### config.mk
export PLATFORM = sky130hd
export DESIGN_NAME = id_issue_ctrl
export DESIGN_NICKNAME = d
export VERILOG_FILES = /design/src/rtl/id_issue_ctrl.sv
export SDC_FILE = /design/constraint.sdc
export NUM_CORES = 1
export LEC_CHECK = 0
export BUFFER_PORTS_ARGS = -buffer_cell sky130_fd_sc_hd__buf_2
export CAP_MARGIN = 10
export CORE_AREA = 10 10 145 147
export DETAILED_ROUTE_END_ITERATION = 10
export DIE_AREA = 0 0 155 157
export REMOVE_ABC_BUFFERS = 1
export SLEW_MARGIN = 30
export SYNTH_ARGS = -nofsm -noshare
export SYNTH_HDL_FRONTEND = slang
export SYNTH_SLANG_ARGS = --single-unit
### constraint.sdc
create_clock -name clk -period 9.3 [get_ports clk]
set_input_delay 0.93 -clock clk [delete_from_list [all_inputs] [get_ports clk]]
set_output_delay 0.93 -clock clk [all_outputs]
set_load 0.02 [all_outputs]
### src/rtl/id_issue_ctrl.sv
// ID-stage issue controller: holds the decoded slot (PC + instruction),
// captures the live SRAM word into a hold register across stalls, forwards
// operands from prioritized write-back sources and raises a load-use stall.
module id_issue_ctrl #(
  parameter int unsigned NUM_FWD      = 3,
  parameter bit          ZERO_REG_FWD = 1'b0
) (
  input  logic                     clk,
  input  logic                     rst,
  input  logic                     flush,
  input  logic                     id_stall,
  input  logic                     if_valid,
  input  logic [31:0]              if_pc,
  input  logic [31:0]              inst_sram_rdata,
  output logic [4:0]               rf_raddr1,
  output logic [4:0]               rf_raddr2,
  input  logic [31:0]              rf_rdata1,
  input  logic [31:0]              rf_rdata2,
  input  logic [NUM_FWD-1:0]       fwd_we,
  input  logic [5*NUM_FWD-1:0]     fwd_waddr,
  input  logic [32*NUM_FWD-1:0]    fwd_wdata,
  input  logic [NUM_FWD-1:0]       fwd_pending,
  output logic                     id_valid,
  output logic [31:0]              id_pc,
  output logic [31:0]              id_inst,
  output logic [31:0]              src1,
  output logic [31:0]              src2,
  output logic                     stallreq,
  output logic                     issue
);

  typedef enum logic [1:0] {EMPTY, LIVE, HELD} state_t;

  state_t      state_q, state_d;
  logic [31:0] pc_q, pc_d;
  logic [31:0] hold_q, hold_d;
  logic        pend1, pend2;
  logic        any_stall;

  // Lowest-index matching source wins; its pending flag is reported even if a
  // lower-priority source holds ready data, so a stale value is never taken.
  function automatic logic [32:0] resolve(
    input logic [4:0]             addr,
    input logic [31:0]            rf,
    input logic [NUM_FWD-1:0]     we,
    input logic [5*NUM_FWD-1:0]   wa,
    input logic [32*NUM_FWD-1:0]  wd,
    input logic [NUM_FWD-1:0]     pend
  );
    logic        found;
    logic [32:0] r;
    found = 1'b0;
    r     = {1'b0, rf};
    for (int unsigned i = 0; i < NUM_FWD; i++) begin
      if (!found && we[i] && (wa[5*i +: 5] == addr)) begin
        found = 1'b1;
        r     = {pend[i], wd[32*i +: 32]};
      end
    end
    if (!ZERO_REG_FWD && (addr == 5'd0)) r = '0;
    return r;
  endfunction

  // Instruction source selection: live SRAM word on the first ID cycle, hold register afterwards.
  always_comb begin
    id_inst = '0;
    case (state_q)
      LIVE:    id_inst = inst_sram_rdata;
      HELD:    id_inst = hold_q;
      default: id_inst = '0;
    endcase
  end

  assign id_valid  = (state_q != EMPTY);
  assign id_pc     = pc_q;
  assign rf_raddr1 = id_inst[25:21];
  assign rf_raddr2 = id_inst[20:16];

  assign {pend1, src1} = resolve(rf_raddr1, rf_rdata1, fwd_we, fwd_waddr, fwd_wdata, fwd_pending);
  assign {pend2, src2} = resolve(rf_raddr2, rf_rdata2, fwd_we, fwd_waddr, fwd_wdata, fwd_pending);

  assign stallreq  = id_valid & (pend1 | pend2);
  assign any_stall = id_stall | stallreq;
  assign issue     = id_valid & ~any_stall & ~flush;

  // Next-state logic; flush overrides every stall and clears the hold register.
  always_comb begin
    state_d = state_q;
    pc_d    = pc_q;
    hold_d  = hold_q;
    if (flush) begin
      state_d = EMPTY;
      hold_d  = '0;
    end else begin
      case (state_q)
        EMPTY: begin
          if (if_valid && !id_stall) begin
            state_d = LIVE;
            pc_d    = if_pc;
          end
        end
        LIVE: begin
          if (any_stall) begin
            state_d = HELD;
            hold_d  = inst_sram_rdata;
          end else if (if_valid) begin
            state_d = LIVE;
            pc_d    = if_pc;
          end else begin
            state_d = EMPTY;
          end
        end
        HELD: begin
          if (!any_stall) begin
            if (if_valid) begin
              state_d = LIVE;
              pc_d    = if_pc;
            end else begin
              state_d = EMPTY;
            end
          end
        end
        default: state_d = EMPTY;
      endcase
    end
  end

  // State, PC and hold registers with synchronous reset.
  always_ff @(posedge clk) begin
    if (rst) begin
      state_q <= EMPTY;
      pc_q    <= '0;
      hold_q  <= '0;
    end else begin
      state_q <= state_d;
      pc_q    <= pc_d;
      hold_q  <= hold_d;
    end
  end

endmodule

==> results of run 1 <==
registers in the layout, indices dropped and copies added (netlist names):
signal	count
state_q	2
hold_q	32
id_pc	32
cell families after synthesis:
| group | synth area share, % |
|---|---|
| buffers and inverters | 7.70 |
| adder cells (fa/ha/maj) | 0.865 |
| AND/OR/NAND/NOR | 21.2 |
| AO/OA/AOI/OAI | 22.8 |
| XOR/XNOR | 2.12 |
| flip-flops | 22.8 |
| multiplexers | 22.5 |
worst max-delay path: stages (launching register included):
cell	delay, ns
dfxtp_1	0.36
inv_1	0.08
ha_1	0.79
inv_2	0.48
o21ai_0	0.27
nand4b_1	0.19
nor4_4	0.25
buf_4	0.59
nand2b_4	0.70
nand2_1	0.20
o211ai_1	0.18
a21oi_1	0.10
buf_2	0.18
power groups by stage:
stage	clock network, mW	registers [mW]	logic (mW)
floorplan	0	0.316	0.0945
global placement	0	0.304	0.211
detailed placement	0	0.304	0.212
CTS	0.352	0.298	0.213
global route	0.363	0.300	0.232
finish	0.342	0.298	0.213
worst paths after layout:
kind / start / cells after the start / end / slack, ns
max: state_q[0] / 12 / src2[15] / 3.63
min: id_pc[9] / 2 / id_pc[9] / 0.49
max reg2reg: state_q[0] / 13 / state_q[1] / 4.43
min reg2reg: id_pc[9] / 2 / id_pc[9] / 0.49
area by class of cell:
class / instances / area, µm² / area share, %
clock inverters: 6 / 66.3 / 0.815
inverters: 16 / 60.1 / 0.738
flip-flops and latches: 66 / 1320 / 16.2
diodes: 11 / 27.5 / 0.338
well taps: 234 / 293 / 3.60
repair buffers: 403 / 2050 / 25.2
clock buffers: 10 / 239 / 2.94
multi-input cells: 627 / 4080 / 50.1
Yosys cell counts (4+ instances only):
cell,count
nand2_1,138
mux2i_1,129
nor2_1,93
a21oi_1,76
dfxtp_1,66
o211ai_1,63
clkbuf_1,49
a22oi_1,25
buf_4,18
inv_1,15
o21ai_0,10
xnor2_1,10
and3_1,9
buf_2,8
a22o_1,7
nand4_1,5
nor3_1,5
or3_1,5
buf_1,4
ha_1,4
nor4_1,4
xor2_1,4
routing by layer:
metal | part of all wire [%] | GRT usage [%]
met1 | 38 | 23.6
met2 | 50 | 36.5
met3 | 10 | 6.80
met4 | 2.7 | 7.65
met5 | 0.096 | 0
through the flow:
stage               worst slack (ns)  hold WS (ns)  std cells
floorplan                       1.87         0.461        709
global placement                3.72         0.469       1346
finish                          3.63         0.490       1373
CTS                             3.69         0.495       1362
detailed placement              4.04         0.480       1346
global route                    3.27         0.515       1366
==> results.md, run 1 <==
* TritonCTS Buffers at 9
* Clock-pin slew on the worst setup and hold paths at approximately 0.050 ns
* Cts hold-fix bufs at 0
* Worst path required time at 8.37 ns
* Ys async rst share at 0%
* Setup violators final at 0
* Final core utilization at between 40% and 50%
* Clock sink count at 66
* Post-CTS Resized at 0
* Gp weighted congestion at approximately 0.96
* Chip Height at around 160 µm
* Synth cell types at 55
* Final nets at roughly 1400
* Commonest cells after routing, fill and taps aside: 390 x buf_2, 137 x nand2_1, 129 x mux2i_1
* Worst slew pin tran at about 0.77 ns
* Net Sw Frac at about 29%
* CP endpoint kind: output port
* Post-Syn Area at approximately 5800 µm²
* Pwr Total at ~850 µW
* Final ANT Viol Nets at 0
* Commonest non-fill, non-tap cell in the layout: buf_2
* Largest net degree at the start of global routing at 65
* Die Area at roughly 24000 µm²
* Clock skew at between 0.007 and 0.008 ns
* Hold crit path type: flip-flop to flip-flop
* DRC Markers at 0
* Post-DP HPWL at between 20000 and 25000 µm
* GRT Resource Usage Total at 21.1%
* Synth Warn # at 0
* Critical Setup Path Class: flip-flop to output port
* Initial antenna violation count at 12
* Leakage at between 3 and 4 nW
* Top cells by area, synth: dfxtp_1 23%, mux2i_1 22%, nand2_1 8.9%, o211ai_1 8.2%, a21oi_1 6.6%
* Flip-flop and latch count after synthesis at 66
* Die X at between 150 and 200 µm
* Seq/Total Area, Yosys at 22.8%
* Root Driver: clkbuf_16
* DRT iter0 DRCs at around 400
* Max_cap viols at 0
* Layout area overhead at 40.6%
* First-pass GRT wire length at 40900 µm
* Main synth FF type: dfxtp_1
* Grt total ovfl at 0
* Total vias in the final route at just over 7000
* Final hold vios at 0
* Post-Layout Inst Area at around 8000 µm²
* Fin crit share at roughly three fifths
* Top cell type by total area after synthesis: dfxtp_1
* Row Count at 50
* Core area at approximately 18000 µm²
* Vias in the first global route at 6905
* Post-CTS Setup Inserts at 0
* Fillers at around 1900
* TritonCTS clock tree: yes
* Crit path time final at 5.67 ns
* Top-area cell type share of the netlist area at ~23%
* Rel. slew slack at about 50%
* Worst Path Arrival at 4.74 ns
* Post-Syn Instances at approximately 800
* Fraction of layout instances using a drive strength above 1 at 39.1%
* Syn_area_per_cell at 7.34 µm²
* Drt first pass iters at 6
* Worst-Skew Late Latency at 0.33 ns
* RSZ-0062 raised after global routing: false
* Clock power share at between 40% and 50%
* VDD IR-drop max at approximately 0.12 mV
* Initial Util at between 30% and 40%
* Int Power at ~600 µW
* Total Negative Setup Slacks at 0 ns
* Deepest clock path buffer count at 2
* DR vias/cell at slightly above 5
* Max Slew Vio Count at 0
* Final WL at between 20000 and 30000 µm
* Power Density at approximately 100 nW/µm²
* Placed inst area at roughly 8000 µm²
* Switch Pwr at around 250 µW
* Htree depth at 3
* Sequential power share at around a third
* CP Launch Type: flip-flop
* Wire per inst at roughly 21 µm
* Ports at between 300 and 400
* Fmax at ~180 MHz
* PortBufs at ~400
* Logic pwr share at 24.9%
* Critical-path maximum fanout at 62
* Post-synth EDFFs at 0
* Status: completed
Note: power is estimated with default switching activity, not from simulation.
==> run 2, diff against run 1 <==
CORE_AREA = 10 10 142 144   (was 10 10 145 147)
DIE_AREA = 0 0 152 154   (was 0 0 155 157)
PLACE_DENSITY = 0.67   (was default)
clock period = 5.59 ns   (was 9.3 ns; I/O delays follow)
==> run 2 against run 1 <==
Clock skew hardly changed. Final area increased by 0.15%. Critical endpoint is now src2[26]. Highest routed layer unchanged. Worst hold slack worse by 0.028 ns. Combinational power is 66% higher.
==> results.md, run 2 (synthesis gave the netlist of run 1 again) <==
* Worst path required time at 5.03 ns (-3.34 ns)
* Htree depth at 3 (unchanged)
* GRT Resource Usage Total at 22.0% (+0.94 points)
* CP endpoint kind: output port
* Commonest non-fill, non-tap cell in the layout: buf_2
* Hold Crit Endpoint: id_pc[11]
* Status: completed
* Reg2reg setup slack at 1.20 ns (-3.23 ns)
* Leakage at 3.99 nW (+1.1%)
* DR vias/cell at 5.32 (+2.8%)
* Layout area overhead at 40.8%
* R2r endpoint: state_q[1]
* Root Driver: clkbuf_16
* Fin crit share at 87.1%
* Commonest cells after routing, fill and taps aside: 390 x buf_2, 137 x nand2_1, 129 x mux2i_1
* Worst-Skew Late Latency at 0.33 ns (about the same)
* Row Count at 48 (-4.0%)
* Grt total ovfl at 0 (unchanged)
* Depth of the most critical reg-to-reg path at 12 (-1)
* Sequential cell area at 1320 µm² (unchanged)
* Critical Setup Path Class: flip-flop to output port
* Crit path time final at ~4.9 ns
* Clock-pin slew on the worst setup and hold paths at 0.05 ns (about the same)
* Max Slew Vio Count at 0 (unchanged)
* DRC Markers at 0 (unchanged)
* Max_cap viols at 0 (unchanged)
* Worst r2r src: state_q[0]
* Setup violators final at 0 (unchanged)
* Cts hold-fix bufs at 0 (unchanged)
* Clock sink count at 66 (unchanged)
* Worst slew pin tran at 0.785 ns (+0.0168 ns)
* Wire per inst at 20.5 µm (-0.17%)
* Vias in the first global route at 7202 (+4.3%)
* Final ANT Viol Nets at 0 (unchanged)
* Fillers at 1775 (-7.4%)
* Chip Height at 154 µm (-1.9%)
* Initial antenna violation count at 6 (-6)
* Hold Path Origin: if_pc[11]
* Deepest clock path buffer count at 2 (unchanged)
* Post-CTS Resized at 0 (unchanged)
* Final WL at 27900 µm (-0.90%)
* Largest net degree at the start of global routing at 40 (-38%)
* Worst slack at placement at 1.11 ns (-2.94 ns)
* Worst Setup Slack, final at 0.720 ns (-2.91 ns)
* RSZ-0062 raised after global routing: false
* Rel. slew slack at 47.7% (-1.1 points)
* Final nets at 1384 (+0.51%)
* Die X at 152 µm (-1.9%)
* Post-DP HPWL at 22200 µm (+1.7%)
* Clock skew at 0.00779 ns (+0.000306 ns)
* Fraction of layout instances using a drive strength above 1 at 39.2% (+0.15 points)
* Ports at 391 (unchanged)
* Area of the multi-input gates at 4070 µm² (-0.28%)
* Core area at 17200 µm² (-6.3%)
* First-pass GRT wire length at 42000 µm (+2.8%)
* Worst Path Arrival at 4.31 ns (-0.43 ns)
* VDD IR-drop max at 0.167 mV (+37%)
* Final hold vios at 0 (unchanged)
* CP Launch Type: flip-flop
* Critical-path maximum fanout at 37 (-40%)
* Worst hold stages at 3 (+1)
* Total vias in the final route at 7252 (+2.0%)
* DRT iter0 DRCs at 429 (+6.2%)
* Die Area at 23400 µm² (-3.8%)
* Hold crit path type: primary input to flip-flop
* Initial Util at 33.7% (+2.1 points)
* Power Density at 174 nW/µm² (+66%)
* Fin Hold WS at 0.461 ns (-0.0281 ns)
* Drt first pass iters at 5 (-1)
* TritonCTS Buffers at 9 (unchanged)
* PortBufs at 390 (unchanged)
* Post-CTS Setup Inserts at 0 (unchanged)
* TritonCTS clock tree: yes
* Fmax at ~200 MHz
* Gp weighted congestion at 0.961 (-0.30%)
run 2: worst max-delay path: stages (launching register included):
cell	delay [ns]
dfxtp_1	0.35
inv_1	0.09
ha_1	0.79
inv_2	0.29
o21ai_0	0.23
nand4b_1	0.16
nor4_4	0.24
buf_4	0.57
or4_1	0.21
buf_4	0.36
o211ai_1	0.15
a21oi_1	0.29
buf_2	0.23
run 2: per-stage QoR:
step | total power, mW | instances | cell area [µm²] | TNS (ns) | utilization [%]
floorplan | 0.683 | 709 | 5400 | -153.34 | -
finish | 1.42 | 1363 | 8150 | 0 | 47.4
global route | 1.49 | 1360 | 8140 | 0 | 47.4
CTS | 1.44 | 1359 | 8140 | 0 | 47.4
global placement | 0.855 | 1344 | 7830 | 0 | 45.6
detailed placement | 0.859 | 1344 | 7830 | 0 | 45.6
run 2: where the power goes:
group | switching [mW] | internal, mW | leakage [nW] | total, mW
registers | 0.00822 | 0.488 | 0.536 | 0.497
clock network | 0.194 | 0.378 | 0.152 | 0.572
logic | 0.196 | 0.157 | 3.30 | 0.353
total | 0.397 | 1.02 | 3.99 | 1.42
run 2: layer usage:
layer / track usage, % / wire [µm] / vias up
met4: 6.88 / 760 / 6
met1: 25.3 / 11000 / 3383
met2: 38.5 / 13900 / 333
met3: 6.14 / 2160 / 51
met5: 0 / 44 / -
li1: - / - / 3479
run 2: cell type report:
| cell class | instances | area share [%] |
|---|---|---|
| Tap cell | 225 | 3.45 |
| Antenna cell | 4 | 0.123 |
| Timing Repair Buffer | 410 | 25.8 |
| Sequential cell | 66 | 16.2 |
| Inverter | 16 | 0.737 |
| Clock buffer | 13 | 3.32 |
| Clock inverter | 2 | 0.430 |
| Multi-Input combinational cell | 627 | 49.9 |
run 2: how the worst max path moves through the flow:
stage	startpoint	end	slack [ns]	cells after the start
finish	state_q[0]	src2[26]	0.72	12
global route	state_q[1]	src2[26]	0.35	12
CTS	state_q[0]	src2[26]	0.74	12
detailed placement	state_q[0]	src2[26]	1.11	12
global placement	state_q[0]	src2[7]	1.12	13
floorplan	state_q[1]	state_q[1]	-1.82	11
